**src/rtl/parking_gate_arbiter.sv**
```systemverilog
// parking_gate_arbiter: shared barrier lane arbiter that owns the occupancy count.
// Define PARK_EXIT_PRIORITY_EN to make exit win every tie instead of round-robin.
module parking_gate_arbiter #(
    parameter int CAPACITY     = 999,
    parameter int CNT_W        = 10,
    parameter int OPEN_CYCLES  = 12_000_000,
    parameter int GUARD_CYCLES = 1_200_000,
    parameter int TMR_W        = 24
) (
    input  logic             clk,
    input  logic             rst,
    input  logic             entry_req,
    input  logic             exit_req,
    input  logic             car_in,
    input  logic             car_out,
    output logic             gate_open,
    output logic             grant_entry,
    output logic             grant_exit,
    output logic [CNT_W-1:0] occupancy,
    output logic             full,
    output logic             empty,
    output logic             timeout
);
    typedef enum logic [1:0] {IDLE, GNT_IN, GNT_OUT, GUARD} state_t;

    state_t            r_state;
    state_t            w_next;
    state_t            w_arb;
    logic [TMR_W-1:0]  r_tmr;
    logic              w_ent_ok;
    logic              w_ext_ok;
    logic              w_tie;
    logic              w_pick_exit;
    logic              w_granted;
    logic              w_pass;
    logic              w_open_end;
    logic              w_guard_end;
    logic              w_decide;
    logic [CNT_W-1:0]  w_occ;
    logic              w_gate;
    logic              w_ge;
    logic              w_gx;
    logic              w_to;
`ifndef PARK_EXIT_PRIORITY_EN
    logic              r_last_exit;
`endif

    // Arbitration happens in IDLE and on the last GUARD cycle, so a held
    // request is granted immediately after the guard window closes.
    always_comb begin
        w_ent_ok    = entry_req && !full;
        w_ext_ok    = exit_req && !empty;
        w_tie       = w_ent_ok && w_ext_ok;
`ifdef PARK_EXIT_PRIORITY_EN
        w_pick_exit = w_ext_ok;
`else
        w_pick_exit = w_tie ? !r_last_exit : w_ext_ok;
`endif
        w_arb       = w_pick_exit ? GNT_OUT : (w_ent_ok ? GNT_IN : IDLE);
        w_granted   = r_state == GNT_IN || r_state == GNT_OUT;
        w_pass      = (r_state == GNT_IN && car_in) || (r_state == GNT_OUT && car_out);
        w_open_end  = r_tmr == TMR_W'(OPEN_CYCLES - 1);
        w_guard_end = r_tmr == TMR_W'(GUARD_CYCLES - 1);
        w_decide    = r_state == IDLE || (r_state == GUARD && w_guard_end);
    end

    always_comb begin
        w_next = r_state;
        if (w_decide)
            w_next = w_arb;
        else if (w_granted && (w_pass || w_open_end))
            w_next = GUARD;
    end

    always_comb begin
        w_occ = occupancy;
        if (r_state == GNT_IN && car_in && occupancy < CNT_W'(CAPACITY))
            w_occ = occupancy + CNT_W'(1);
        else if (r_state == GNT_OUT && car_out && occupancy != '0)
            w_occ = occupancy - CNT_W'(1);
        w_gate = w_next == GNT_IN || w_next == GNT_OUT;
        w_ge   = w_next == GNT_IN;
        w_gx   = w_next == GNT_OUT;
        w_to   = w_granted && w_open_end && !w_pass;
    end

    always_ff @(posedge clk) begin
        if (rst) begin
            r_state     <= IDLE;
            r_tmr       <= '0;
            occupancy   <= '0;
            full        <= 1'b0;
            empty       <= 1'b1;
            gate_open   <= 1'b0;
            grant_entry <= 1'b0;
            grant_exit  <= 1'b0;
            timeout     <= 1'b0;
        end else begin
            r_state     <= w_next;
            r_tmr       <= (w_next != r_state) ? '0 : r_tmr + TMR_W'(1);
            occupancy   <= w_occ;
            full        <= w_occ == CNT_W'(CAPACITY);
            empty       <= w_occ == '0;
            gate_open   <= w_gate;
            grant_entry <= w_ge;
            grant_exit  <= w_gx;
            timeout     <= w_to;
        end
    end

`ifndef PARK_EXIT_PRIORITY_EN
    always_ff @(posedge clk) begin
        if (rst)
            r_last_exit <= 1'b1;
        else if (w_decide && w_tie)
            r_last_exit <= w_pick_exit;
    end
`endif
endmodule

```
**config.mk**
```make
export PLATFORM = sky130hd
export DESIGN_NAME = parking_gate_arbiter
export DESIGN_NICKNAME = d
export VERILOG_FILES = /design/src/rtl/parking_gate_arbiter.sv
export SDC_FILE = /design/constraint.sdc
export NUM_CORES = 1
export LEC_CHECK = 0
export CAP_MARGIN = 20
export CORE_ASPECT_RATIO = 0.7
export CORE_MARGIN = 2
export CORE_UTILIZATION = 47
export CTS_CLUSTER_SIZE = 10
export DETAILED_ROUTE_END_ITERATION = 7
export PLACE_DENSITY = 0.78
export SLEW_MARGIN = 10
export SYNTH_ARGS = -nofsm -noshare
export SYNTH_HDL_FRONTEND = slang
export SYNTH_SLANG_ARGS = --single-unit
```
**constraint.sdc**
```tcl
create_clock -name clk -period 2.98 [get_ports clk]
set_input_delay 0.447 -clock clk [delete_from_list [all_inputs] [get_ports clk]]
set_output_delay 0.447 -clock clk [all_outputs]
set_load 0.05 [all_outputs]
```
==> results of run 1 <==
-- report_power, final --
part	internal [uW]	total [uW]	leakage, uW	switching, uW
registers	627	687	0.000348	59.6
logic	226	593	0.000571	367
clock network	165	349	0.0000422	185
-- cell usage after synthesis (5+ instances only) --
cell | n | area share [%]
sky130_fd_sc_hd__inv_1 | 10 | 1.6
sky130_fd_sc_hd__nor3b_1 | 5 | 1.6
sky130_fd_sc_hd__nand2_1 | 19 | 3.0
sky130_fd_sc_hd__a211o_1 | 5 | 1.9
sky130_fd_sc_hd__xor2_1 | 13 | 4.9
sky130_fd_sc_hd__nor3_1 | 6 | 1.3
sky130_fd_sc_hd__dfxtp_1 | 43 | 37
sky130_fd_sc_hd__nand3_1 | 13 | 2.8
sky130_fd_sc_hd__ha_1 | 7 | 3.7
sky130_fd_sc_hd__and3_1 | 11 | 2.9
sky130_fd_sc_hd__xnor2_1 | 15 | 5.6
sky130_fd_sc_hd__nor2b_1 | 10 | 2.7
sky130_fd_sc_hd__nor2_1 | 44 | 7.0
sky130_fd_sc_hd__nand4_1 | 9 | 2.4
-- state kept, by name, summed over array words and instances, names as in the netlist --
name         cells
r_last_exit      1
gate_open        1
r_state          2
grant_exit       1
grant_entry      1
timeout          1
empty            1
occupancy       10
r_tmr           24
full             1
-- worst max-delay path, delay by kind of cell (launching register included) --
| kind | cells | cell delay, ns |
|---|---|---|
| compound gates | 3 | 1.16 |
| simple gates | 3 | 0.46 |
| flops | 1 | 0.41 |
| fa+ha+maj | 1 | 0.34 |
-- per-layer routing --
metal	GRT usage (%)	up-vias
met3	5.37	4
li1	-	1035
met4	4.55	0
met1	33.8	994
met2	23.9	87
met5	0	-
-- layout by cell type, fill, tap and decap left out, drive strengths merged, types with 4 or more instances in the layout --
cell,count
nor2,44
dfxtp,43
clkdlybuf4s50,21
nand2,19
xnor2,15
nand3,13
xor2,13
and3,11
inv,10
nor2b,10
nand4,9
ha,7
clkbuf,7
nor3,6
a211o,5
nor3b,5
and2,4
a211oi,4
a21oi,4
o211ai,4
mux2i,4
buf,4
or2,4
-- path summary, 6_finish.rpt --
path | slack (ns) | cells past startpoint | startpoint | endpoint
hold / removal | 0.46 | 1 | r_tmr[0]$_SDFF_PP0_ | r_tmr[0]$_SDFF_PP0_
hold reg to reg | 0.46 | 1 | r_tmr[0]$_SDFF_PP0_ | r_tmr[0]$_SDFF_PP0_
setup / recovery | 0.50 | 7 | occupancy[0]$_SDFF_PP0_ | full$_SDFF_PP0_
setup reg to reg | 0.50 | 7 | occupancy[0]$_SDFF_PP0_ | full$_SDFF_PP0_
-- cell families (layout without fill, tap and decap cells) --
kind of cell             after synthesis  in the layout  synth area share (%)
AO/OA/AOI/OAI                         36             36                  11.7
buffers and inverters                 19             43                  3.42
AND/OR/NAND/NOR                      142            142                  32.2
adder cells (fa/ha/maj)                7              7                  3.74
multiplexers                           4              4                  1.71
XOR/XNOR                              28             28                  10.5
flip-flops                            43             43                  36.7
-- per-stage QoR --
step	hold WS, ns	total power, uW	worst slack, ns
after floorplan	0.426	1110	0.560
after global placement	0.443	1270	0.477
after detailed placement	0.448	1280	0.451
after CTS	0.467	1630	0.563
after global routing	0.507	1730	0.316
final	0.462	1630	0.501
-- layout make-up --
type                       instances  area [um^2]  share of cell area (%)
clock buffer                       7         76.3                    2.82
clock inverter                     1         5.00                   0.185
inverter                          10         37.5                    1.39
multi-input combinational        217         1400                    51.8
sequential                        43          861                    31.8
tap                               69         86.3                    3.19
timing repair buffer              25          240                    8.87
==> impl_metrics.py, run 1 <==
metrics = {
    "placed_design": {
        "port_buffer_count": 21,
        "postPlaceCellArea_um2": 2630,
        "place.detailed.instances": 364,
        "hpwlAfterDp_mm": 3.89,
        "gp_routability_congestion": 0.995,
    },
    "critical_path": {
        "worst-path-max-fanout": 8,
        "path_cells": "ha_1 > a211o_1 > a31oi_1 > nor2_1 > a221oi_1 > nor4bb_1 > and4b_1",
        "crit_path_end_kind": "flop",
        "slowest_stage": "sky130_fd_sc_hd__a221oi_1",
        "critPathLaunchType": "flop",
        "arrival_ns": 2.66,
        "worst-endpoint-required_ns": 3.16,
        "critical-path-max-stage-delay_ns": 0.42,
        "worstSetupPathType": "reg -> reg",
    },
    "floorplanning": {
        "fp-row-count": 21,
        "dieWidth_um": 88.4,
        "placeableCoreArea_um2": 4780,
        "design.portCount": 22,
        "die_footprint_um2": 5580,
        "initial_core_utilization_pct": 49.0,
        "die_height_um": 63.1,
    },
    "clocking": {
        "setup_fix_buffers_added_after_clock_tree_synthesis": 0,
        "clock_sinks": 43,
        "tritoncts_clock_tree": "yes",
        "postCtsHoldBufs": 0,
        "clk_pin_slew_worst_paths_ns": 0.08,
        "cts_inserted_buffers": 5,
        "htree_num_levels": 2,
        "cts_repair_resized_insts": 0,
        "clock_latency_ns": 0.29,
        "cts_buffer_depth": 2,
        "cts_root_cell": "sky130_fd_sc_hd__clkbuf_8",
    },
    "detailed_routing": {
        "vias_per_cell": 5.70,
        "route.final.wire_length_mm": 5.29,
        "sum_of_routed_wire_segments_on_met1_mm": 2.83,
        "wl_met3_um": 395,
        "routedWlPerCell_um": 14.2,
        "dr.max_layer_used": "met4",
        "route.detailed.drc": 0,
        "num_vias": 2120,
        "first_iter_violations": 204,
        "route.met2.wl_mm": 2.03,
        "detail-route-antenna-nets": 0,
        "firstDrtPassIters": 5,
    },
    "synthesis": {
        "synth-edff-count": 0,
        "syn_nets": 292,
        "synth_cell_type_count": 48,
        "synth.ff_latch_count": 43,
        "async_reset_ff_share_pct": 0,
        "synth.avg_cell_area_um2": 8.40,
        "synth-warning-count": 0,
        "synth_cells": 279,
        "post_synthesis_cell_area_um2": 2340,
        "synth_top_flop_cell": "sky130_fd_sc_hd__dfxtp_1",
        "synth_seq_area_share_pct": 36.7,
    },
    "final_layout": {
        "final_design_area_no_fill_um2": 2710,
        "final_cells": 372,
        "final.fill_count": 451,
        "antenna_cells": 0,
        "final_core_utilization_pct": 56.6,
        "layout-area-overhead-vs-synth_pct": 15.6,
        "layout-drive-gt1-share_pct": 3.96,
        "nets": 315,
    },
    "global_routing": {
        "grt_max_degree": 25,
        "track_usage_pct": 20.0,
        "vias_in_the_first_global_route": 1745,
        "grt_antenna_before_repair": 0,
        "globalRouteOverflowTotal": 0,
        "grt_first_pass_wirelength_mm": 8.76,
    },
    "run": {
        "max_cap_violations": 0,
    },
    "timing": {
        "setup_viol": 0,
        "final.setup_skew_ns": 0.00564,
        "rsz0062_at_grt": "no",
        "fin_crit_ns": 2.48,
        "finalHoldViolCount": 0,
        "worst_pin_slew_ns": 0.562,
        "worst_slew_margin_rel_pct": 61.6,
        "max_slew_violations": 0,
        "max_freq_ghz": 0.403,
        "period_share_pct": 83.2,
        "fin_setup_tns_ns": 0,
    },
    "pwr": {
        "static-leakage-power_uw": 0.000961,
        "power.ir.vdd_worst_mv": 0.418,
        "power_density_of_the_placed_cells_nw_per_um2": 601,
    },
    "status": {
        "outcome": "complete, no violations",
    },
    "min_path": {
        "hold_path_class": "reg -> reg",
    },
}
No activity file was read; power rests on OpenSTA's default activity.
==> run 2, diff against run 1 <==
==> constraint.sdc (replaced) <==
create_clock -name clk -period 2.3 [get_ports clk]
set_input_delay 0.345 -clock clk [delete_from_list [all_inputs] [get_ports clk]]
set_output_delay 0.345 -clock clk [all_outputs]
set_load 0.05 [all_outputs]
==> impl_metrics.py, run 2 (same netlist as run 1, synthesis figures left out) <==
metrics = {
    "timing": {
        "fin_crit_ns": 2.27,
        "rsz0062_at_grt": "yes",
        "max_freq_ghz": 0.440,
        "final.setup_skew_ns": 0.00305,
        "setup_viol": 0,
        "worst_slew_margin_rel_pct": 65.6,
        "period_share_pct": 98.8,
        "hold_slack_ns": 0.505,
        "max_slew_violations": 0,
        "worst_pin_slew_ns": 0.514,
        "finalHoldViolCount": 0,
    },
    "detailed_routing": {
        "routedWlPerCell_um": 15.5,
        "detail-route-antenna-nets": 0,
        "num_vias": 2191,
        "route.detailed.drc": 0,
        "route.final.wire_length_mm": 6.03,
        "vias_per_cell": 5.65,
        "firstDrtPassIters": 5,
        "first_iter_violations": 180,
    },
    "final_layout": {
        "flip_flop_count_of_the_largest_register_after_layout": 24,
        "layout.cells.most_common_list": "sky130_fd_sc_hd__nor2_1 (44), sky130_fd_sc_hd__dfxtp_1 (38), sky130_fd_sc_hd__clkdlybuf4s50_1 (21), sky130_fd_sc_hd__buf_4 (20), sky130_fd_sc_hd__nand2_1 (19)",
        "nets": 331,
        "final_design_area_no_fill_um2": 2870,
        "layout-area-overhead-vs-synth_pct": 22.3,
        "top_regs": "r_tmr: 24 flops, occupancy: 10 flops, r_state: 2 flops",
        "antenna_cells": 0,
        "register_with_the_most_flip_flops": "r_tmr",
        "mostFrequentLayoutCell": "sky130_fd_sc_hd__nor2_1",
        "layout-drive-gt1-share_pct": 12.5,
        "final.fill_count": 417,
        "final_core_utilization_pct": 59.9,
    },
    "floorplanning": {
        "die_footprint_um2": 5580,
        "placeableCoreArea_um2": 4780,
        "dieWidth_um": 88.4,
        "fp-row-count": 21,
        "design.portCount": 22,
        "initial_core_utilization_pct": 49.0,
        "die_height_um": 63.1,
    },
    "global_routing": {
        "grt-busiest-layer": "met1",
        "grt_antenna_before_repair": 0,
        "globalRouteMet2Util_pct": 29.2,
        "track_usage_pct": 22.4,
        "globalRouteOverflowTotal": 0,
        "global_route.usage.met1_pct": 35.2,
        "grt_max_degree": 16,
        "groute.layer.met3.usage_pct": 6.68,
        "grt_first_pass_wirelength_mm": 9.85,
        "vias_in_the_first_global_route": 2025,
    },
    "placed_design": {
        "hpwlAfterDp_mm": 4.44,
        "port_buffer_count": 21,
        "gp_routability_congestion": 0.986,
        "postPlaceCellArea_um2": 2750,
    },
    "critical_path": {
        "cp_num_buf_inv": 1,
        "path_cells": "ha_1 > a211o_1 > a31oi_1 > buf_4 > nor3b_1 > a221oi_1 > nor4bb_2 > and4b_1",
        "slowest_stage": "sky130_fd_sc_hd__a221oi_1",
        "worst-endpoint-required_ns": 2.49,
        "arrival_ns": 2.47,
        "critical-path-max-stage-delay_ns": 0.43,
        "crit_path_end_kind": "flop",
        "worstSetupPathType": "reg -> reg",
        "cp_num_cells": 8,
        "critPathLaunchType": "flop",
        "timing.critical_path.max_delay_family": "compound AO/OA/AOI/OAI gates",
        "worstRegToRegCells": 8,
        "worst-path-max-fanout": 6,
    },
    "clocking": {
        "clk_pin_slew_worst_paths_ns": 0.08,
        "tritoncts_clock_tree": "yes",
        "htree_num_levels": 2,
        "clock_sinks": 43,
        "cts_buffer_depth": 2,
        "cts_root_cell": "sky130_fd_sc_hd__clkbuf_8",
        "clock_latency_ns": 0.30,
        "cts_inserted_buffers": 5,
    },
    "run": {
        "max_cap_violations": 0,
    },
    "pwr": {
        "static-leakage-power_uw": 0.00105,
        "power.ir.vdd_worst_mv": 0.680,
        "final_total_pwr_uw": 2250,
        "power_density_of_the_placed_cells_nw_per_um2": 786,
    },
    "status": {
        "outcome": "complete, no violations",
    },
    "min_path": {
        "hold_path_class": "reg -> reg",
        "hold_depth": 1,
    },
}
[run 2: metrics by stage]
stage          std cells  setup slack [ns]  TNS, ns
2_1_floorplan        279          0.000669        0
3_3_place_gp         380           -0.0356  -0.0356
3_5_place_dp         380            -0.132   -0.172
4_1_cts              388            0.0113        0
5_1_grt              388           -0.0688  -0.0888
6_report             388            0.0286        0
[run 2: layout make-up]
type | count | area [um^2] | share of cell area, %
Clock buffer | 7 | 76.3 | 2.66
Sequential cell | 43 | 867 | 30.2
Inverter | 10 | 37.5 | 1.31
Tap cell | 69 | 86.3 | 3.01
Multi-Input combinational cell | 217 | 1430 | 50.0
Timing Repair Buffer | 41 | 360 | 12.6
Clock inverter | 1 | 5.00 | 0.175
[run 2: what timing repair did]
item	4_1_cts	5_1_grt
hold buffers	0	0
buffers inserted	0	0
resized for setup	1	9
endpoints found under the setup margin	1	26
[run 2: report_power, final]
part | internal, uW | switching, uW
Combinational | 363 | 530
Clock | 213 | 254
Sequential | 817 | 75.1
[run 2: layer usage]
layer	vias up	routed length (um)	part of all wire, %
li1	1071	-	-
met1	1019	2980	49
met2	95	2480	41
met3	6	528	8.8
met4	0	38	0.63
met5	-	0	0
[run 2: worst reg2reg max path: cells and delay by family, from the launching register on]
kind                       cells  cell delay (ns)
AOI/OAI and AO/OA              3             1.00
adders and majority gates      1             0.24
buffers and inverters          1             0.17
DFF                            1             0.36
and+or+nand+nor                3             0.40
[run 2: path summary, 6_finish.rpt]
kind / from / to / slack [ns]
max: occupancy[0]$_SDFF_PP0_ / full$_SDFF_PP0_ / 0.03
min: r_tmr[0]$_SDFF_PP0_ / r_tmr[0]$_SDFF_PP0_ / 0.50
max reg2reg: occupancy[0]$_SDFF_PP0_ / full$_SDFF_PP0_ / 0.03
min reg2reg: r_tmr[0]$_SDFF_PP0_ / r_tmr[0]$_SDFF_PP0_ / 0.50
==> edit 1: new RTL, settings of run 1 <==
Add a define of `PARK_EXIT_PRIORITY_EN`.
--- a/src/rtl/parking_gate_arbiter.sv
+++ b/src/rtl/parking_gate_arbiter.sv
@@ -1,5 +1,7 @@
 // parking_gate_arbiter: shared barrier lane arbiter that owns the occupancy count.
 // Define PARK_EXIT_PRIORITY_EN to make exit win every tie instead of round-robin.
+`define PARK_EXIT_PRIORITY_EN
+
 module parking_gate_arbiter #(
     parameter int CAPACITY     = 999,
     parameter int CNT_W        = 10,
Formal check against the unedited RTL: same outputs for any inputs over 10 cycles, from zero or initial values and one cycle with rst high; that may be too few to reach the edited logic, so the function may still have changed.
==> edit 1 against run 1 <==
- area after synthesis grew 2.2%
- final cell count shrank 6.5%
- clock skew grew 1.4 ps
- combinational power grew 33%
- first-iteration DRC count shrank 27%
- power grew 11%
- wire length shrank 1.7%
- worst setup slack lost 170 ps
- sequential power shrank 2%
- clock power grew 1%
- design area grew 0.60%
- synthesized cell count shrank 5.7%
- sequential cell count shrank 1
- largest cell class unchanged
==> edit 1: results (changes against run 1) <==
run_status:
  status: "finished clean"
placed_design:
  dp.cells: 342  # -6.0%
  dp_slack_ps: 350.4  # -100.8 ps
  gp_congestion: 0.9299  # -6.5%
  dp_hpwl_um: 3823  # -1.7%
  placed_area_um2: 2643  # +0.57%
logic_synthesis:
  synthTopCellsByArea: "dfxtp_1, nor3_2, xor2_1"
  synthCells: 263  # -5.7%
  synth-adder-area-share_pct: 3.655  # -0.082 points
  synth_compound_area_share_pct: 10.29  # -1.4 points
  synth_cell_types: 51  # +6.3%
  synth_xor_area_share_pct: 10.60  # +0.14 points
  syn_nets: 276  # -5.5%
  synth_common_cells: "dfxtp_1, nor3_2, xor2_1, nand2_1, nor2_1"
  muxShareOfSynthArea_pct: 1.723  # +0.015 points
  seq_area_frac_synth_pct: 35.09  # -1.6 points
setup_path:
  worstPathArrival_ps: 2860  # +200 ps
  cp_top_family: "simple AND/OR/NAND/NOR gates"
  cp_max_fo: 24  # +16
  r2r_slack_ps: 330  # -170 ps
  worst_r2r_path_depth: 8  # +1
  critPathSlowestCell: "or4b_1"
  slowest_delay_ps: 440  # +20 ps
grt:
  grt_max_degree: 43  # +72%
  grt_pass1_vias: 1845  # +5.7%
  grt_usage_pct: 20.36  # +0.40 points
  grt_pass1_wl_um: 9052  # +3.3%
  grtUsageMet3_pct: 6.331  # +0.96 points
  grtUsageMet1_pct: 33.60  # -0.24 points
  grtUsageMet2_pct: 24.91  # +1.0 points
layout:
  drive_gt1_share_pct: 13.62  # +9.7 points
  final_nets: 293  # -7.0%
  regMostFlops: "r_tmr"
timing:
  worstMarginPinSlew_ps: 933.3  # +371.7 ps
  worst_clock_skew_ps: 7.031  # +1.390 ps
  hold-worst-slack_ps: 495.9  # +34.39 ps
  fmax_ghz: 0.3768  # -6.6%
route:
  postRouteWirelength_um: 5197  # -1.7%
  drt-initial-drc-count: 149  # -27%
  dr.pass1.iters: 4  # -1
  via_count: 1978  # -6.7%
  viasPerCell: 5.684  # -0.26%
power_and_ir_drop:
  peakVddDrop_uv: 679.6  # +63%
  clkPwrFrac_pct: 19.5  # -1.9 points
  p_leak_nw: 0.9223  # -4.0%
  combPwrFrac_pct: 43.6  # +7.2 points
  p_total_mw: 1.812  # +11%
  p_switching_mw: 0.7536  # +23%
[edit 1: changes by cell type after synthesis, sizes merged, moves of 4 or more]
cell and delta:
clkbuf +8, nor3 +24, xor2 +4, and3 -5, nor4 +4, nor2 -31, a211o -4
[edit 1: path summary, 6_finish.rpt]
check                                            to                   from
worst max-delay path            r_tmr[1]$_SDFF_PP0_  r_state[0]$_SDFF_PP0_
worst min-delay path            r_tmr[0]$_SDFF_PP0_    r_tmr[0]$_SDFF_PP0_
worst max register to register  r_tmr[1]$_SDFF_PP0_  r_state[0]$_SDFF_PP0_
worst min register to register  r_tmr[0]$_SDFF_PP0_    r_tmr[0]$_SDFF_PP0_
[edit 1: layer usage]
metal	up-vias	share of wire [%]
met5	-	0
met4	0	0.71
met3	4	7.8
met2	64	39
met1	922	53
li1	988	-
[edit 1: area by class of cell]
cell class	instances	area, um^2
Fill cell	461	2110
Multi-Input combinational cell	199	1458
Sequential cell	42	840.8
Timing Repair Buffer	24	227.7
Tap cell	69	86.33
Clock buffer	6	82.58
Inverter	8	30.03
==> edit 2: new RTL, settings of run 1 <==
Without the edit above. Put one more register stage on the output `timeout`. The value now appears one clock later. The other outputs are not delayed to match.
--- a/src/rtl/parking_gate_arbiter.sv
+++ b/src/rtl/parking_gate_arbiter.sv
@@ -22,6 +22,8 @@
     output logic             timeout
 );
     typedef enum logic [1:0] {IDLE, GNT_IN, GNT_OUT, GUARD} state_t;
+
+    logic timeout_s0;
 
     state_t            r_state;
     state_t            w_next;
@@ -94,7 +96,7 @@
             gate_open   <= 1'b0;
             grant_entry <= 1'b0;
             grant_exit  <= 1'b0;
-            timeout     <= 1'b0;
+            timeout_s0  <= 1'b0;
         end else begin
             r_state     <= w_next;
             r_tmr       <= (w_next != r_state) ? '0 : r_tmr + TMR_W'(1);
@@ -104,7 +106,7 @@
             gate_open   <= w_gate;
             grant_entry <= w_ge;
             grant_exit  <= w_gx;
-            timeout     <= w_to;
+            timeout_s0  <= w_to;
         end
     end
 
@@ -116,5 +118,9 @@
             r_last_exit <= w_pick_exit;
     end
 `endif
+    always_ff @(posedge clk) begin
+        timeout <= timeout_s0;
+    end
+
 endmodule
 
Behaviour: no difference found for any inputs over 10 cycles, from zero or initial values and one cycle with rst high; that may be too few to reach the edited logic, so the function may still have changed.
==> edit 2 against run 1 <==
- count of clock-buffer cells in the layout is 2 lower
- core utilization is 0.21 points lower
- final cell count is 0.54% lower
- power is 1.1% higher
- wire length is 4.9% higher
- sequential cell count is 1 higher
- area after synthesis is 0.85% higher
- design area is 0.18% higher
- fmax is 1.2% higher
- worst setup slack better by 30 ps
- critical path type unchanged
- largest power group unchanged
- highest routed layer unchanged
==> edit 2: results (changes against run 1) <==
run_status:
  status: "finished clean"
timing:
  tns_ps: 0  # unchanged
  worstMarginPinSlew_ps: 684.3  # +122.7 ps
  worst_clock_skew_ps: 10.05  # +4.413 ps
layout:
  fin_cells: 370  # -0.54%
  fillers: 444  # -1.6%
  num_antenna_cells: 0  # unchanged
  top_regs: "r_tmr x24, occupancy x10, r_state x2"
  final_nets: 314  # -0.32%
  drive_gt1_share_pct: 3.654  # -0.31 points
  utilization_pct: 56.44  # -0.21 points
clock_tree:
  cts-htree-levels: 2  # unchanged
  cts_root_buffer: "clkbuf_8"
  clk_pin_slew_worst_paths_ps: 80  # about the same
  cts_max_path_buffers: 2  # unchanged
  clock_latency_ps: 300
  cts_setup_buffers: 0  # unchanged
power_and_ir_drop:
  p_switching_mw: 0.6291  # +3.0%
  p_leak_nw: 0.9572  # -0.41%
  p_int_mw: 1.017  # about the same
  clk-power_mw: 0.356  # +2%
  peakVddDrop_uv: 470.4  # +13%
  combPwrFrac_pct: 35.9  # -0.5 points
placed_design:
  dp_hpwl_um: 4058  # +4.3%
  dp_slack_ps: 355.5  # -95.70 ps
  gp_congestion: 0.9299  # -6.5%
  dp.cells: 363  # -0.27%
  placed_area_um2: 2633  # +0.19%
  io_buffers: 21  # unchanged
grt:
  grt_max_degree: 25  # unchanged
  grtUsageMet2_pct: 25.47  # +1.6 points
  grt_pass1_wl_um: 9156  # +4.5%
  grt_usage_pct: 20.93  # +0.96 points
  antenna_found_initial: 0  # unchanged
  grtUsageMet1_pct: 34.82  # +0.97 points
  grt_pass1_vias: 1869  # +7.1%
  grtUsageMet3_pct: 6.422  # +1.0 points
logic_synthesis:
  synthTopCellsByArea: "dfxtp_1, nor2_1, xnor2_1"
  synth-async-reset-ratio_pct: 0  # unchanged
  synth_xor_area_share_pct: 10.38  # -0.089 points
  muxShareOfSynthArea_pct: 1.694  # -0.014 points
  avgSynthCellArea_um2: 8.441  # +0.49%
  synth-adder-area-share_pct: 3.706  # -0.032 points
  synth_common_cells: "dfxtp_1, nor2_1, nand2_1, xnor2_1"
  syn_nets: 293  # +0.34%
  seq_area_frac_synth_pct: 37.27  # +0.54 points
  synth_compound_area_share_pct: 11.59  # -0.099 points
  ys_warn_count: 0  # unchanged
setup_path:
  slowest_delay_ps: 410
  critPathSlowestCell: "dfxtp_1"
  cp_max_fo: 8  # unchanged
  cp_top_family: "compound AO/OA/AOI/OAI gates"
  worstPathArrival_ps: 2650  # about the same
  start_kind: "register"
route:
  wire_per_inst_um: 14.99  # +5.5%
  drt-initial-drc-count: 199  # -2.5%
  via_count: 2072  # -2.3%
  dr.pass1.iters: 5  # unchanged
worst_hold_path:
  hold_start: "timeout_s0$_SDFF_PP0_"
-- edit 2: cell count changes in the layout (fill, tap and decap cells not counted), sizes merged --
cell             run 1  this run
clkinvlp             0         1
clkbuf               7         5
buf                  4         2
dfxtp               43        44
-- edit 2: final timing paths --
check | to | slack, ps | cells after the start
worst min register to register | timeout$_DFF_P_ | 330 | 0
worst max register to register | full$_SDFF_PP0_ | 530 | 7
worst min-delay path | timeout$_DFF_P_ | 330 | 0
worst max-delay path | full$_SDFF_PP0_ | 530 | 7
-- edit 2: final cells by class --
cell class | count | share of cell area [%]
tap | 69 | 3.181
clock buffer | 5 | 2.536
timing repair buffer | 23 | 8.299
inverter | 10 | 1.383
sequential | 44 | 32.46
clock inverter | 2 | 0.4610
multi-input combinational | 217 | 51.68
-- edit 2: per-layer routing --
layer | routed length (um) | vias up
met5 | 0 | -
met4 | 25 | 0
met3 | 481 | 5
met2 | 2165 | 78
met1 | 2874 | 956
li1 | - | 1033
